### config.mk
export PLATFORM = sky130hd
export DESIGN_NAME = mmu_bus_arbiter_flat
export DESIGN_NICKNAME = d
export VERILOG_FILES = /design/src/rtl/mmu_bus_arbiter_pkg.sv /design/src/rtl/mmu_bus_arbiter_if.sv /design/src/rtl/mmu_bus_arbiter_rr_pick2.sv /design/src/rtl/mmu_bus_arbiter.sv /design/src/flat_wrapper.sv
export SDC_FILE = /design/constraint.sdc
export NUM_CORES = 1
export LEC_CHECK = 0
export BUFFER_PORTS_ARGS = -buffer_cell sky130_fd_sc_hd__buf_4
export CORE_AREA = 2 2 120 122
export DETAILED_ROUTE_END_ITERATION = 12
export DIE_AREA = 0 0 122 124
export HOLD_SLACK_MARGIN = 0.08
export PLACE_DENSITY = 0.6
export SETUP_SLACK_MARGIN = 0.3
export SLEW_MARGIN = 15
export SYNTH_ARGS = -nofsm -noshare
export SYNTH_HDL_FRONTEND = slang
export SYNTH_SLANG_ARGS = --single-unit
### constraint.sdc
create_clock -name clk -period 4.1 [get_ports clk]
set_input_delay 0.41 -clock clk [delete_from_list [all_inputs] [get_ports clk]]
set_output_delay 0.41 -clock clk [all_outputs]
set_load 0.02 [all_outputs]
### src/rtl/mmu_bus_arbiter_pkg.sv
// mmu_bus_arbiter_pkg: shared types and widths for the MMU bus arbiter.
// Provides the FSM state encoding and the physical bus address/data widths.
package mmu_bus_arbiter_pkg;

   localparam int BUS_AW = 32;
   localparam int BUS_DW = 32;

   typedef enum logic [1:0] {
      ST_IDLE  = 2'd0,
      ST_OWN0  = 2'd1,
      ST_OWN1  = 2'd2,
      ST_DRAIN = 2'd3
   } state_t;

endpackage

### src/rtl/mmu_bus_arbiter_if.sv
// mmu_bus_arbiter_if: one req/gnt/hrd physical memory bus port.
// master drives req/a/d/we/rd; slave drives gnt/hrd/spo/ready.
interface mmu_bus_arbiter_if;
   import mmu_bus_arbiter_pkg::*;

   logic              req;
   logic              gnt;
   logic              hrd;
   logic [BUS_AW-1:0] a;
   logic [BUS_DW-1:0] d;
   logic              we;
   logic              rd;
   logic [BUS_DW-1:0] spo;
   logic              ready;

   modport master (
      output req, a, d, we, rd,
      input  gnt, hrd, spo, ready
   );

   modport slave (
      input  req, a, d, we, rd,
      output gnt, hrd, spo, ready
   );

endinterface

### src/rtl/mmu_bus_arbiter_rr_pick2.sv
// rr_pick2: combinational 2-way round-robin chooser.
// Ports: req[1:0] requests, last = previous owner; winner index, valid.
module rr_pick2 (
   input  logic [1:0] req,
   input  logic       last,
   output logic       winner,
   output logic       valid
);

   always_comb begin
      winner = 1'b0;
      unique case (req)
         2'b01:   winner = 1'b0;
         2'b10:   winner = 1'b1;
         2'b11:   winner = ~last;
         default: winner = 1'b0;
      endcase
   end

   assign valid = |req;

endmodule

### src/rtl/mmu_bus_arbiter.sv
// mmu_bus_arbiter: shares one memory bus between two MMU masters.
// Ports: clk, rst_n, m0/m1 (slave side of each MMU), s (downstream bus).
module mmu_bus_arbiter
   import mmu_bus_arbiter_pkg::*;
#(
   parameter int MAX_XFER = 8,
   parameter int CNT_W    = 4
) (
   input  logic                clk,
   input  logic                rst_n,
   mmu_bus_arbiter_if.slave    m0,
   mmu_bus_arbiter_if.slave    m1,
   mmu_bus_arbiter_if.master   s
);

   localparam logic [CNT_W-1:0] CAP = CNT_W'(MAX_XFER);
   localparam logic [CNT_W-1:0] ONE = CNT_W'(1);

   state_t            state, state_nxt;
   logic              last, last_nxt;
   logic              owner, owner_nxt;
   logic [CNT_W-1:0]  cnt, cnt_nxt;
   logic [CNT_W-1:0]  cnt_inc;

   logic [1:0]        req, we, rd;
   logic [BUS_AW-1:0] a [2];
   logic [BUS_DW-1:0] d [2];
   logic [1:0]        gnt, hrd, ready;

   logic              pick, pick_ok;
   logic              strb, xfer;

   assign req  = {m1.req, m0.req};
   assign we   = {m1.we,  m0.we};
   assign rd   = {m1.rd,  m0.rd};
   assign a[0] = m0.a;
   assign a[1] = m1.a;
   assign d[0] = m0.d;
   assign d[1] = m1.d;

   assign m0.gnt   = gnt[0];
   assign m1.gnt   = gnt[1];
   assign m0.hrd   = hrd[0];
   assign m1.hrd   = hrd[1];
   assign m0.ready = ready[0];
   assign m1.ready = ready[1];
   // Read data is broadcast; only ready is gated per owner.
   assign m0.spo   = s.spo;
   assign m1.spo   = s.spo;

   rr_pick2 u_pick (
      .req    (req),
      .last   (last),
      .winner (pick),
      .valid  (pick_ok)
   );

   assign strb = rd[owner] | we[owner];
   assign xfer = strb & s.gnt & s.ready;

   // Saturating count of completed transfers by the owner.
   assign cnt_inc = (xfer && cnt != CAP) ? cnt + ONE : cnt;

   always_ff @(posedge clk or negedge rst_n) begin
      if (!rst_n) begin
         state <= ST_IDLE;
         last  <= 1'b1;
         owner <= 1'b0;
         cnt   <= '0;
      end else begin
         state <= state_nxt;
         last  <= last_nxt;
         owner <= owner_nxt;
         cnt   <= cnt_nxt;
      end
   end

   always_comb begin
      state_nxt = state;
      last_nxt  = last;
      owner_nxt = owner;
      cnt_nxt   = cnt;
      gnt       = '0;
      hrd       = '0;
      ready     = '0;
      s.req     = 1'b0;
      s.a       = '0;
      s.d       = '0;
      s.we      = 1'b0;
      s.rd      = 1'b0;

      unique case (state)
         ST_IDLE: begin
            if (pick_ok) begin
               owner_nxt = pick;
               cnt_nxt   = '0;
               state_nxt = pick ? ST_OWN1 : ST_OWN0;
            end
         end

         ST_OWN0, ST_OWN1: begin
            gnt[owner]   = s.gnt;
            hrd[owner]   = s.hrd;
            hrd[~owner]  = 1'b1;
            ready[owner] = s.ready;
            s.req        = req[owner];
            s.a          = a[owner];
            s.d          = d[owner];
            s.we         = we[owner];
            s.rd         = rd[owner];
            cnt_nxt      = cnt_inc;
            // A voluntary release beats the fairness cap.
            if (!req[owner] && !strb) begin
               last_nxt  = owner;
               cnt_nxt   = '0;
               state_nxt = ST_IDLE;
            // Leave only between transfers so nothing is cut.
            end else if (req[~owner] && cnt_inc == CAP
                         && (!strb || xfer)) begin
               state_nxt = ST_DRAIN;
            end
         end

         ST_DRAIN: begin
            hrd       = 2'b11;
            s.a       = a[owner];
            s.d       = d[owner];
            last_nxt  = owner;
            owner_nxt = ~owner;
            cnt_nxt   = '0;
            state_nxt = owner ? ST_OWN0 : ST_OWN1;
         end

         default: state_nxt = ST_IDLE;
      endcase
   end

endmodule

### src/flat_wrapper.sv
// flat-port wrapper written by rule: the top's interface ports become plain ports
module mmu_bus_arbiter_flat import mmu_bus_arbiter_pkg::*;
#(
   parameter int MAX_XFER = 8,
   parameter int CNT_W    = 4
)
  (clk, rst_n, m0_req, m0_a, m0_d, m0_we, m0_rd, m0_gnt, m0_hrd, m0_spo, m0_ready, m1_req, m1_a, m1_d, m1_we, m1_rd, m1_gnt, m1_hrd, m1_spo, m1_ready, s_req, s_a, s_d, s_we, s_rd, s_gnt, s_hrd, s_spo, s_ready);
  mmu_bus_arbiter_if m0_i ();
  mmu_bus_arbiter_if m1_i ();
  mmu_bus_arbiter_if s_i ();
  input  logic clk;
  input  logic rst_n;
  input wire logic [$bits(m0_i.req)-1:0] m0_req;
  input wire logic [$bits(m0_i.a)-1:0] m0_a;
  input wire logic [$bits(m0_i.d)-1:0] m0_d;
  input wire logic [$bits(m0_i.we)-1:0] m0_we;
  input wire logic [$bits(m0_i.rd)-1:0] m0_rd;
  output wire logic [$bits(m0_i.gnt)-1:0] m0_gnt;
  output wire logic [$bits(m0_i.hrd)-1:0] m0_hrd;
  output wire logic [$bits(m0_i.spo)-1:0] m0_spo;
  output wire logic [$bits(m0_i.ready)-1:0] m0_ready;
  input wire logic [$bits(m1_i.req)-1:0] m1_req;
  input wire logic [$bits(m1_i.a)-1:0] m1_a;
  input wire logic [$bits(m1_i.d)-1:0] m1_d;
  input wire logic [$bits(m1_i.we)-1:0] m1_we;
  input wire logic [$bits(m1_i.rd)-1:0] m1_rd;
  output wire logic [$bits(m1_i.gnt)-1:0] m1_gnt;
  output wire logic [$bits(m1_i.hrd)-1:0] m1_hrd;
  output wire logic [$bits(m1_i.spo)-1:0] m1_spo;
  output wire logic [$bits(m1_i.ready)-1:0] m1_ready;
  output wire logic [$bits(s_i.req)-1:0] s_req;
  output wire logic [$bits(s_i.a)-1:0] s_a;
  output wire logic [$bits(s_i.d)-1:0] s_d;
  output wire logic [$bits(s_i.we)-1:0] s_we;
  output wire logic [$bits(s_i.rd)-1:0] s_rd;
  input wire logic [$bits(s_i.gnt)-1:0] s_gnt;
  input wire logic [$bits(s_i.hrd)-1:0] s_hrd;
  input wire logic [$bits(s_i.spo)-1:0] s_spo;
  input wire logic [$bits(s_i.ready)-1:0] s_ready;
  assign m0_i.req = m0_req;
  assign m0_i.a = m0_a;
  assign m0_i.d = m0_d;
  assign m0_i.we = m0_we;
  assign m0_i.rd = m0_rd;
  assign m0_gnt = m0_i.gnt;
  assign m0_hrd = m0_i.hrd;
  assign m0_spo = m0_i.spo;
  assign m0_ready = m0_i.ready;
  assign m1_i.req = m1_req;
  assign m1_i.a = m1_a;
  assign m1_i.d = m1_d;
  assign m1_i.we = m1_we;
  assign m1_i.rd = m1_rd;
  assign m1_gnt = m1_i.gnt;
  assign m1_hrd = m1_i.hrd;
  assign m1_spo = m1_i.spo;
  assign m1_ready = m1_i.ready;
  assign s_req = s_i.req;
  assign s_a = s_i.a;
  assign s_d = s_i.d;
  assign s_we = s_i.we;
  assign s_rd = s_i.rd;
  assign s_i.gnt = s_gnt;
  assign s_i.hrd = s_hrd;
  assign s_i.spo = s_spo;
  assign s_i.ready = s_ready;
  mmu_bus_arbiter #(.MAX_XFER(MAX_XFER), .CNT_W(CNT_W)) u_core (.clk(clk), .rst_n(rst_n), .m0(m0_i), .m1(m1_i), .s(s_i));
endmodule
After elaboration in Yosys (flattened, before gate mapping)
Cells that the tools add are included.
{ "word_totals": {"elab_cells": 89, "inputBits": 171, "reg_bits": 8} }
{ "op_classes": {"magnitude_cmp": 5, "n_addsub": 1, "bitwise": 10, "muxes": 41, "n_eq_ne": 10, "n_reduce_logical": 18} }
{ "op_table": {"columns": ["cell", "n"], "rows": [
  ["2-to-1 mux 32 bit", 8],
  ["2-to-1 mux 1 bit", 15],
  ["2-to-1 mux 2 bit", 7],
  ["2-to-1 mux 4 bit", 3],
  ["case mux 4 bit (3 select lines)", 1],
  ["== test 2 bit, second input constant", 4],
  ["bitwise AND 2 bit", 3],
  ["logical AND 1 bit", 6],
  ["case mux 1 bit (2 select lines)", 3],
  ["case mux 2 bit (3 select lines)", 1],
  ["AND reduction 2 bit", 3],
  ["adder 4 x 1 -> 4 bit, second input constant", 1],
  ["== test 4 bit, second input constant", 1],
  ["< comparator 1 x 2 -> 1 bit, second input constant", 2],
  ["inequality test 2 x 1 -> 1 bit, second input constant", 2],
  ["inequality test 4 bit, second input constant", 1],
  ["case mux 2 bit (2 select lines)", 1],
  ["nonzero test 2 bit", 2],
  ["OR reduction 2 bit", 2],
  ["inequality test 3 x 1 -> 1 bit, second input constant", 1],
  ["OR reduction 3 bit", 1],
  ["bitwise AND 1 bit", 2],
  ["demux 1 bit (select 1 bit)", 2],
  ["== test 2 x 1 -> 1 bit, second input constant", 1],
  ["other kinds (9)", 12]
]} }

Logic depth before layout (Yosys ltp)
{ "logic_depth": {"depth_word": 13, "ltp_mapped": 7, "mapped_depth_nobuf": 7} }

Modules after synthesis
A second synthesis with hierarchy kept.
{ "unflattened": {"hier_cells": 317, "hier_area_um2": 2280.9} }
{ "modules_own_cells": {"columns": ["mod", "cells_per_inst", "n_inst", "area_each_um2", "seq_area_each_um2"], "rows": [
  ["mmu_bus_arbiter", 315, 1, 2267.2, 201.4],
  ["rr_pick2", 2, 1, 13.8, 0.0]
]} }

Worst setup path after synthesis
Ideal clock, no wire load.
{ "synth_path": {"path_type": "reg-to-output", "from": "reg u_core.state[0]", "to": "out s_a[22]", "setup_slack_ns": 2.170, "stages_incl_launch_ff": 7, "arrival_time_ns": 1.520, "cell_sequence": "dfrtp_1 -> inv_1 -> ha_1 -> clkbuf_1 -> clkbuf_1 -> buf_1 -> nor2_1"} }
{ "synth_via": {"elab_chain_len": 3, "elab_cells_between_ends": 5} }
{ "synth_rtl": {"columns": ["element", "line", "source"], "rows": [
  ["from (decl)", "mmu_bus_arbiter.sv:19", "state_t state, state_nxt;"],
  ["from (signal assigned)", "mmu_bus_arbiter.sv:71", "state <= state_nxt;"],
  ["== test 2 bit or == test 2 x 1 -> 1 bit (tied branches)", "mmu_bus_arbiter.sv:92", "unique case (state)"],
  ["OR reduction 3 bit (no line) *", null, null],
  ["2-to-1 mux 32 bit *", null, null],
  ["to (decl)", "flat_wrapper.sv:32", "output wire logic [$bits(s_i.a)-1:0] s_a;"]
]} }
Every way passes the cells marked *; elsewhere a longest branch is shown, timed or not.

Worst setup path in the final report
{ "layout_path": {"from": "reg u_core.owner", "to": "out s_d[16]"} }
{ "layout_via": {"elab_chain_len": 5} }
{ "layout_rtl": {"columns": ["element", "line", "source"], "rows": [
  ["from (decl)", "mmu_bus_arbiter.sv:21", "logic owner, owner_nxt;"],
  ["from (signal assigned)", "mmu_bus_arbiter.sv:73", "owner <= owner_nxt;"],
  ["NOT 1 -> 2 bit (implied by the code)", "mmu_bus_arbiter.sv:108, mmu_bus_arbiter.sv:127", null],
  ["2-to-1 mux 32 bit (implied by the code) (3 in a row)", "mmu_bus_arbiter.sv:108, mmu_bus_arbiter.sv:127", null],
  ["2-to-1 mux 32 bit", null, null],
  ["to (decl)", "flat_wrapper.sv:33", "output wire logic [$bits(s_i.d)-1:0] s_d;"]
]} }
No other way between the ends. The select of a mux whose other input is x is not followed.

==> flow_metrics.env <==
export IMPL_finalSetupViolCount=0
export IMPL_grt_first_pass_wirelength_um=12600
export IMPL_dr_first_iter_drc_count=63
export IMPL_wl_met1_um=3360
export IMPL_synth_top_family_by_area="multiplexers"
export IMPL_pwr_share_seq_pct=9.7
export IMPL_area_growth_pct=60.1
export IMPL_path_class="flop to output port"
export IMPL_crit_fanout=51
export IMPL_irDropWorstVdd_v=0.000248
export IMPL_clkTransAtPathRegs_ns=0.04
export IMPL_slew_headroom_pct=47.3
export IMPL_skew_ns=0.00490
export IMPL_yosys_area_share_xor_xnor_pct=0
export IMPL_final_cell_mix="buf_4, nor2_1, mux2i_1, nand2_1, inv_1"
export IMPL_grt_max_degree=52
export IMPL_rows=43
export IMPL_yosysSeqAreaShare_pct=8.99
export IMPL_wl_um=9050
export IMPL_worstSetupStartpointType="flop"
export IMPL_route_antenna_remaining_nets=0
export IMPL_wl_met2_um=4540
export IMPL_initial_utilization_pct=16.3
export IMPL_muxShareOfSynthArea_pct=31.0
export IMPL_cts_buffers=3
export IMPL_num_io_pins=308
export IMPL_swShare_pct=53.3
export IMPL_hold_viol_final=0
export IMPL_core_area_mm2=0.0137
export IMPL_clock_sinks=8
export IMPL_hp_class="flop to flop"
export IMPL_dp_hpwl_um=7740
export IMPL_synth_fa_ha_area_share_pct=2.79
export IMPL_yosysWarnings=0
export IMPL_r2r_cells=6
export IMPL_power_switching_w=0.00138
export IMPL_drive_above_1_share_pct=51.0
export IMPL_grt_pass1_vias=2405
export IMPL_min_period_ns=2.70
export IMPL_clockBufferDepth=2
export IMPL_outcome="completed"
export IMPL_cp_required_ns=3.69
export IMPL_top_layer_used="met4"
export IMPL_cts_root_buf="clkbuf_16"
export IMPL_wl_per_cell_um=14.5
export IMPL_clk_latency_ns=0.24
export IMPL_tightest_slew_ns=0.790
export IMPL_power_leakage_nw=1.88
export IMPL_syn_avg_cell_area_um2=7.30
export IMPL_end_kind="output port"
export IMPL_synth_area_mm2=0.00224
export IMPL_syn_num_nets=483
export IMPL_drv_slew=0
export IMPL_cts_tree="yes"
export IMPL_place_congestion=0.863
export IMPL_grt_use_total_pct=10.6
export IMPL_synth_seq_cells=8
export IMPL_die_h_um=124
export IMPL_finalWorstSetupSlack_ns=1.40
export IMPL_postCtsSetupBuffers=0
export IMPL_powerDensity_mw_per_mm2=719
export IMPL_synth_cells=307
export IMPL_n_antenna_cell=0
export IMPL_layout_commonest_cell="buf_4"
export IMPL_dieArea_mm2=0.0151
export IMPL_htreeDepth=1
export IMPL_antenna_found_initial=0
export IMPL_max_clock_freq_mhz=371
export IMPL_dp_slack_ns=1.59
export IMPL_cp_arrival_ns=2.29
export IMPL_synthArstFlopShare_pct=100
export IMPL_cts_hold_buf=1
export IMPL_max_cap_violations=0
export IMPL_power_share_clock_pct=6.7
export IMPL_synth_distinct_cells=39
export IMPL_wl_met3_um=1090
export IMPL_yosys_area_share_simple_pct=21.5
export IMPL_rsz0062_at_grt="false"
export IMPL_power_internal_w=0.00120
export IMPL_cts_resized=0
export IMPL_die_w_um=122
export IMPL_io_buffers=211
export IMPL_drtPass1Iterations=5
export IMPL_synth_ff_type="dfrtp_1"
export IMPL_finalCritPeriodShare_pct=65.8
export IMPL_hold_depth=2
export IMPL_vias=2510
export IMPL_viasPerCell=4.03
export IMPL_synth_edff_count=0
export IMPL_finalSetupTns_ns=0
export IMPL_nets=620
export IMPL_grt_overflow_total=0
export IMPL_route_detailed_drc=0
export IMPL_synth_compound_area_share_pct=9.05
export IMPL_p_comb_share_pct=83.7
export IMPL_whs_ns=0.463
==> through the flow <==
step	area [um2]	power, W	util [%]	cells
after detailed placement	3500	0.00244	25.5	618
after global routing	3590	0.00278	26.2	623
after global placement	3500	0.00241	25.5	618
final	3590	0.00258	26.2	623
after floorplan	2240	0.00167	-	307
after CTS	3590	0.00263	26.2	623
==> area by class of cell <==
type / count / area [um2]
inverters: 7 / 26.3
repair buffers: 214 / 1610
multi-input cells: 210 / 1440
flip-flops and latches: 8 / 205
fillers: 1505 / 10100
clock buffers: 4 / 78.8
well taps: 180 / 225
==> power by group through the flow <==
| stage | clock network, W | logic, W | registers (W) |
|---|---|---|---|
| 4_1_cts | 0.000176 | 0.00220 | 0.000253 |
| 5_1_grt | 0.000179 | 0.00234 | 0.000264 |
| 3_5_place_dp | 0 | 0.00219 | 0.000254 |
| 3_3_place_gp | 0 | 0.00217 | 0.000247 |
| 6_report | 0.000172 | 0.00216 | 0.000249 |
| 2_1_floorplan | 0 | 0.00154 | 0.000136 |
==> routing by layer <==
layer | up-vias | GRT usage [%]
met2 | 147 | 17.8
met1 | 1109 | 12.1
met5 | - | 0
met4 | 0 | 2.51
li1 | 1248 | -
met3 | 6 | 5.45
==> registers in the layout, summed over array words and instances (netlist names) <==
signal and cells:
u_core.cnt 4, u_core.state 2, u_core.last 1, u_core.owner 1
==> worst paths after layout <==
path	from	to	slack (ns)
max reg2reg	u_core.state[0]$_DFFE_PN0P_	u_core.state[0]$_DFFE_PN0P_	1.74
max	u_core.owner$_DFFE_PN0P_	s_d[16]	1.40
min	u_core.last$_DFFE_PN1P_	u_core.last$_DFFE_PN1P_	0.46
max in group asynchronous	rst_n	u_core.last$_DFFE_PN1P_	3.35
min reg2reg	u_core.last$_DFFE_PN1P_	u_core.last$_DFFE_PN1P_	0.46
min in group asynchronous	rst_n	u_core.state[1]$_DFFE_PN0P_	0.53
==> kinds of logic (layout without fill, tap and decap cells) <==
kind of cell               after synthesis  after routing
muxes                                   69             69
DFF                                      8              8
AOI/OAI and AO/OA                       29             29
adders and majority gates                5              5
buffers and inverters                   89            225
and+or+nand+nor                        107            107
==> critical path: stages, from the launching register on <==
cell and delay, ns:
dfrtp_4 0.93, buf_4 0.55, mux2i_1 0.28, nor2_1 0.06
buf_4 0.18
==> cell usage after synthesis, types with 2 or more instances <==
library cell | number | area [um2]
nor2_1 | 77 | 289
mux2i_1 | 68 | 681
buf_4 | 64 | 480
nand2_1 | 13 | 48.8
buf_2 | 7 | 35.0
dfrtp_1 | 7 | 175
inv_1 | 7 | 26.3
a21oi_1 | 6 | 30.0
clkbuf_1 | 5 | 18.8
ha_1 | 5 | 62.6
o21ai_0 | 5 | 25.0
buf_1 | 4 | 15.0
o21ai_1 | 4 | 20.0
and3_1 | 3 | 18.8
a2111o_1 | 2 | 22.5
a211oi_1 | 2 | 15.0
and2_1 | 2 | 12.5
buf_6 | 2 | 22.5
nand3_1 | 2 | 10.0
o22ai_1 | 2 | 12.5
o31ai_1 | 2 | 15.0
Power figures use the tool's default switching activity.
